**config.mk**
```make
export PLATFORM = sky130hd
export DESIGN_NAME = stack_arbiter
export DESIGN_NICKNAME = d
export VERILOG_FILES = /design/src/rtl/stack_arbiter.sv
export SDC_FILE = /design/constraint.sdc
export NUM_CORES = 1
export LEC_CHECK = 0
export ABC_CLOCK_PERIOD_IN_PS = 3100
export BUFFER_PORTS_ARGS = -buffer_cell sky130_fd_sc_hd__buf_2
export CAP_MARGIN = 10
export CORE_MARGIN = 3
export CORE_UTILIZATION = 50
export DETAILED_ROUTE_END_ITERATION = 8
export PLACE_DENSITY = 0.8
export SYNTH_ARGS = -nofsm -noshare
export SYNTH_HDL_FRONTEND = slang
export SYNTH_SLANG_ARGS = --single-unit
```
**constraint.sdc**
```tcl
create_clock -name clk -period 3.1 [get_ports clk]
set_input_delay 0.155 -clock clk [delete_from_list [all_inputs] [get_ports clk]]
set_output_delay 0.155 -clock clk [all_outputs]
set_load 0.01 [all_outputs]
```
**src/rtl/stack_arbiter.sv**
```systemverilog
// stack_arbiter: round-robin two-port sequencer sharing one LIFO stack.
// Each op runs IDLE->ISSUE->WAIT->ACK; occupancy is tracked locally.
//
// Ports:
//   clk, reset            clock, async active-low reset
//   rN_push/rN_pop/rN_din level requests and push data, port N = 0,1
//   rN_ack/rN_err         one-cycle completion pulse and refusal flag
//   rN_dout               last value popped by port N
//   stack_push/stack_pop  single-cycle strobes to the stack
//   stack_din/stack_dout  data to / top-of-stack from the stack
//   count                 current occupancy, 0..DEPTH
module stack_arbiter #(
  parameter int DW    = 8,
  parameter int DEPTH = 16,
  parameter int CW    = $clog2(DEPTH+1)
) (
  input  logic          clk,
  input  logic          reset,
  input  logic          r0_push,
  input  logic          r0_pop,
  input  logic [DW-1:0] r0_din,
  input  logic          r1_push,
  input  logic          r1_pop,
  input  logic [DW-1:0] r1_din,
  output logic          r0_ack,
  output logic          r0_err,
  output logic [DW-1:0] r0_dout,
  output logic          r1_ack,
  output logic          r1_err,
  output logic [DW-1:0] r1_dout,
  output logic          stack_push,
  output logic          stack_pop,
  output logic [DW-1:0] stack_din,
  input  logic [DW-1:0] stack_dout,
  output logic [CW-1:0] count
);

  localparam logic [1:0] S_IDLE  = 2'd0;
  localparam logic [1:0] S_ISSUE = 2'd1;
  localparam logic [1:0] S_WAIT  = 2'd2;
  localparam logic [1:0] S_ACK   = 2'd3;

  logic [1:0]    r_state;
  logic          r_last;
  logic          r_gnt;
  logic          r_err;
  logic [CW-1:0] r_count;

  logic          w_req0;
  logic          w_req1;
  logic          w_sel;
  logic          w_push;
  logic          w_pop;
  logic [DW-1:0] w_din;
  logic          w_full;
  logic          w_empty;
  logic          w_do_push;
  logic          w_do_pop;
  logic          w_err;

  assign w_req0 = r0_push | r0_pop;
  assign w_req1 = r1_push | r1_pop;

  // On a tie the port that was not granted last wins;
  // otherwise the lone requester wins.
  assign w_sel  = (w_req0 & w_req1) ? ~r_last : w_req1;
  assign w_push = w_sel ? r1_push : r0_push;
  assign w_pop  = w_sel ? r1_pop  : r0_pop;
  assign w_din  = w_sel ? r1_din  : r0_din;

  assign w_full    = (r_count == CW'(DEPTH));
  assign w_empty   = (r_count == '0);
  assign w_do_push = w_push & ~w_pop & ~w_full;
  assign w_do_pop  = w_pop & ~w_push & ~w_empty;
  // Illegal (both set), overflow and underflow all refuse.
  assign w_err     = ~(w_do_push | w_do_pop);

  assign count = r_count;

  always_ff @(posedge clk or negedge reset) begin
    if (!reset) begin
      r_state    <= S_IDLE;
      r_last     <= 1'b1;
      r_gnt      <= 1'b0;
      r_err      <= 1'b0;
      r_count    <= '0;
      r0_ack     <= 1'b0;
      r0_err     <= 1'b0;
      r0_dout    <= '0;
      r1_ack     <= 1'b0;
      r1_err     <= 1'b0;
      r1_dout    <= '0;
      stack_push <= 1'b0;
      stack_pop  <= 1'b0;
      stack_din  <= '0;
    end else begin
      unique case (r_state)
        S_IDLE: begin
          if (w_req0 | w_req1) begin
            r_gnt      <= w_sel;
            r_err      <= w_err;
            stack_push <= w_do_push;
            stack_pop  <= w_do_pop;
            stack_din  <= w_din;
            r_state    <= S_ISSUE;
          end
        end
        S_ISSUE: begin
          stack_push <= 1'b0;
          stack_pop  <= 1'b0;
          if (stack_push) r_count <= r_count + 1'b1;
          if (stack_pop) begin
            r_count <= r_count - 1'b1;
            // Top-of-stack before the pop lands.
            if (r_gnt) r1_dout <= stack_dout;
            else       r0_dout <= stack_dout;
          end
          r_state <= S_WAIT;
        end
        S_WAIT: begin
          r0_ack  <= ~r_gnt;
          r0_err  <= ~r_gnt & r_err;
          r1_ack  <= r_gnt;
          r1_err  <= r_gnt & r_err;
          r_state <= S_ACK;
        end
        S_ACK: begin
          r0_ack  <= 1'b0;
          r0_err  <= 1'b0;
          r1_ack  <= 1'b0;
          r1_err  <= 1'b0;
          r_last  <= r_gnt;
          r_state <= S_IDLE;
        end
        default: r_state <= S_IDLE;
      endcase
    end
  end

endmodule

```
# Word-level counts from Yosys, hierarchy flattened
# Cells that the tools add are included.
# Widths: inputs -> output; s select.
[totals]
regBits = 40
inputBits = 30
output_inout_bits = 35
elab_cells = 65
[op_classes]
add_sub_neg = 2
eq_ne = 5
n_mux = 16
bitwise = 18
n_reduce_logical = 10
[op_table]
columns = ["operator", "count"]
rows = [
  ["$pmux 1 s2", 6],
  ["$mux 5", 2],
  ["$mux 8", 1],
  ["$pmux 2 s4", 1],
  ["$and 1x1->1", 7],
  ["$not 1->1", 7],
  ["$reduce_and 2->1", 3],
  ["$reduce_and 3->1", 2],
  ["$reduce_bool 2->1", 3],
  ["$add 5x1->5 const B", 1],
  ["$eq 5x5->1 const B", 1],
  ["$logic_not 5->1", 1],
  ["$mux 1", 5],
  ["$sub 5x1->5 const B", 1],
  ["$eq 2x2->1 const B", 2],
  ["$or 1x1->1", 4],
  ["$eq 2x1->1 const B", 1],
  ["$logic_not 2->1", 1],
  ["$mux 2", 1],
  ["$ne 2x2->1 const B", 1],
]

# Logic depth before layout (Yosys ltp)
[logic_depth]
word_depth = 9
depth_mapped = 6
mapped_depth_nobuf = 6

# Worst setup path after synthesis
# OpenSTA, ideal clock, no wires.
[synth_timing]
kind = "register to register"
start = "reg stack_pop"
end = "reg r_count[4], in the netlist count[4]"
setup_time_ns = 0.080
arrival_time_ns = 1.627
t_required_ns = 3.020
setup_slack_ns = 1.393
path_stages_with_launch = 7
path_buffers = 0
period_less_slack_ns = 1.707
path_cell_list = "dfrtp_1 > fa_1 > a21o_1 > a21oi_1 > nand3_1 > o21ai_0 > xnor2_1"
[synth_via]
elab_chain_len = 2
elab_cells_between_ends = 3
classes_between = "mux: 1; reduce/logical: 2"
[synth_lines]
columns = ["element", "line", "source"]
rows = [
  ["start: declaration", "32", "output logic stack_pop,"],
  ["start signal: assignment", "103", "stack_pop <= w_do_pop;"],
  ["$reduce_bool 2->1 (no source line)", "-", ""],
  ["$reduce_and 2->1 (no source line)", "-", ""],
  ["end signal: assignment", "111", "if (stack_push) r_count <= r_count + 1'b1;"],
  ["end signal: assignment", "113", "r_count <= r_count - 1'b1;"],
  ["end: declaration", "47", "logic [CW-1:0] r_count;"],
]
# Several ways; a longest one is shown, not always the timed one.
# A chain may end at the register's enable or synchronous reset.

# Worst setup path after layout
[layout_timing]
start = "reg r_state[0]"
end = "reg stack_push"
[layout_via]
elab_chain_len = 3
elab_cells_between_ends = 6
classes_between = "eq/ne: 2; mux: 1; reduce/logical: 3"
[layout_lines]
columns = ["element", "line", "source"]
rows = [
  ["start: declaration", "43", "logic [1:0] r_state;"],
  ["start signal: assignment", "82", "r_state <= S_IDLE;"],
  ["start signal: assignment", "105", "r_state <= S_ISSUE;"],
  ["start signal: assignment", "118", "r_state <= S_WAIT;"],
  ["$eq 2x1->1 or $logic_not 2->1 (tied branches)", "97", "unique case (r_state)"],
  ["$reduce_bool 2->1 (no source line) or $ne 2x2->1 (tied branches)", "-", ""],
  ["$reduce_and 2->1 (no source line)", "-", ""],
  ["end signal: assignment", "102", "stack_push <= w_do_push;"],
  ["end: declaration", "31", "output logic stack_push,"],
]
# Several ways; a longest one is shown, not always the timed one.

==> impl_metrics.toml <==
[outcome]
outcome = "finished with violations"
violations = "negative hold slack"

[global_routing]
grt_pass1_vias = 1380
grt_max_degree = 41
grt_usage_pct = 19.01
grt_pass1_wl_um = 6375
gr-total-overflow = 0
antenna_found_initial = 0

[sta]
fin_crit_ps = 1837
tns_ps = 0
hold_violations = 39
slew_headroom_pct = 38.77
rsz0062_at_grt = "false"
layout_setup_ws_ps = 1263
setup_violations = 0
fin_crit_sh_pct = 59.26
slew_viol_final = 0
fmax_ghz = 0.5444
fin_hold_ws_ps = -35.50
worst_pin_slew_ps = 918.4
fin_skew_ps = 11.14

[run]
cap_viol_max_count = 0

[yosys]
synth_top_area_share_pct = 51.15
synth.net_count = 196
ys_seq_elements = 40
synthCells = 157
postSynthAreaPerCell_um2 = 12.15
yosysWarningCount = 0
post-synth-top-area-cell = "dfrtp_1"
ys_types = 32
synth_area_leaders = "dfrtp_1, mux2_2, ha_1, mux2i_1, o21ai_2"
seq_area_frac_synth_pct = 52.52
netlist_area_um2 = 1908

[cells_and_area]
final_area_um2 = 2375
antenna_cells = 0
multi_input_area_um2 = 850.8
fillers = 273
drive_above_1_share_pct = 46.43
syn2layout_area_growth_pct = 24.46
seqCellArea_um2 = 1002
mostFrequentLayoutCells = "buf_2, dfrtp_1, mux2_2"
instances_no_fill = 270
nets = 262
final_common_cell = "buf_2"

[detailed_routing]
viasPerCell = 5.148
avgRoutedWirePerCell_um = 14.34
num_vias = 1390
met2_length_um = 1830
drc = 0
drtIter0Drc = 61
wirelength_um = 3871
firstDrtPassIters = 4
ant_nets = 0
wl_met3_um = 272
highest_layer = "met4"
wl_met1_um = 1692

[worst_setup_path]
critPathArrivalTime_ps = 2020
crit_chain = "inv_1 -> ha_1 -> nand2b_1 -> nor2_1 -> a22o_1"
slowest_delay_ps = 650
ff2ff_setup_slack_ps = 1260
path_class = "flip-flop to flip-flop"
cp-end-kind = "flip-flop"
rr_worst_depth = 5
worstPathRequired_ps = 3280
cp-start-kind = "flip-flop"
critPathSlowestCell = "nand2b_1"
path_max_fanout = 21

[placed_design]
place_ws_ps = 1258
place.port_buffers = 64
place_congestion = 0.7715
dp_hpwl_um = 2937
place_area_um2 = 2253
placedCellCount = 262

[die]
dieArea_um2 = 4593
core_um2 = 3495
ioPinCount = 65
initial_utilization_pct = 54.60
std_cell_rows = 21
die_w_um = 67.78
die_h_um = 67.78

[clocking]
cts_made_buffers = 5
cts.sinks = 40
clockBufferDepth = 2
ctsHtreeMaxLevel = 2
clk_pin_slew_ps = 80
clk_latency_ps = 300
post_cts_buffers = 0
cts_hold_buf = 0
cts_resized = 0
cts_tree = "done"
root_buffer = "clkbuf_8"

[power_and_ir_drop]
ir_drop_mv = 0.5630
p_leak_nw = 1.194
powerDensity_nw_per_um2 = 1048

[worst_hold_path]
hold_class = "input port to asynchronous set/reset pin"
[logic make-up after synthesis]
group	share of synthesized area, %
AOI/OAI and AO/OA	12.52
xor gates and xnor gates	1.836
adders and majority gates	6.295
buffers and inverters	2.885
DFF	52.53
muxes	15.28
and+or+nand+nor	8.655
[stage by stage]
stage	power [mW]	utilization, %
CTS	2.511	67.96
detailed placement	2.060	64.48
global route	2.681	67.96
global placement	2.016	64.48
floorplan	1.682	-
finish	2.489	67.96
[where the power goes]
part / leakage, nW / total, mW / switching, mW / internal (mW)
Clock: 0.0614 / 0.451 / 0.188 / 0.263
Combinational: 0.646 / 1.07 / 0.566 / 0.502
Sequential: 0.487 / 0.970 / 0.191 / 0.779
[sequential cells by signal, indices dropped and copies added, names as in the netlist, 2 cells and up]
signal	count
count	5
r1_dout	8
stack_din	8
r_state	2
r0_dout	8
[worst max-delay path: cells and delay by family, from the launching register on]
kind | cells | cell delay, ps
compound gates | 1 | 210
fa+ha+maj | 1 | 240
buf+inv | 1 | 110
flops | 1 | 390
simple gates | 2 | 770
[layout make-up]
class	count	area share [%]
multi-input combinational	106	35.83
tap	46	2.424
clock buffer	6	3.477
clock inverter	2	1.633
inverter	6	0.9484
timing repair buffer	64	13.49
sequential	40	42.20
[cells in the mapped netlist, drive strengths merged]
cell type / number
buf: 4
mux2: 17
a211oi: 1
xor2: 1
nor4: 2
dfrtp: 39
nand2: 16
o32ai: 1
nand2b: 4
clkbuf: 1
a22o: 2
dfstp: 1
nand3b: 3
xnor2: 3
a21boi: 1
mux2i: 10
o31ai: 1
ha: 8
o21ai: 20
fa: 1
nor2: 3
and3: 1
nand3: 3
a21oi: 5
inv: 6
a31oi: 1
a21o: 2
[metal layers]
layer,up-vias,global-route usage (%)
li1,678,-
met1,656,24.20
met2,50,29.77
met3,6,5.824
met4,0,8.437
met5,-,0
[worst paths after layout]
kind | start | to
hold reg to reg | stack_din[4] | stack_din[4]
setup / recovery | r_state[0] | stack_push
hold / removal | reset | count[3]
setup reg to reg | r_state[0] | stack_push
max in group asynchronous | reset | r1_ack
min in group clk | stack_dout[6] | r0_dout[6]
(Power assumes the default switching activity.)
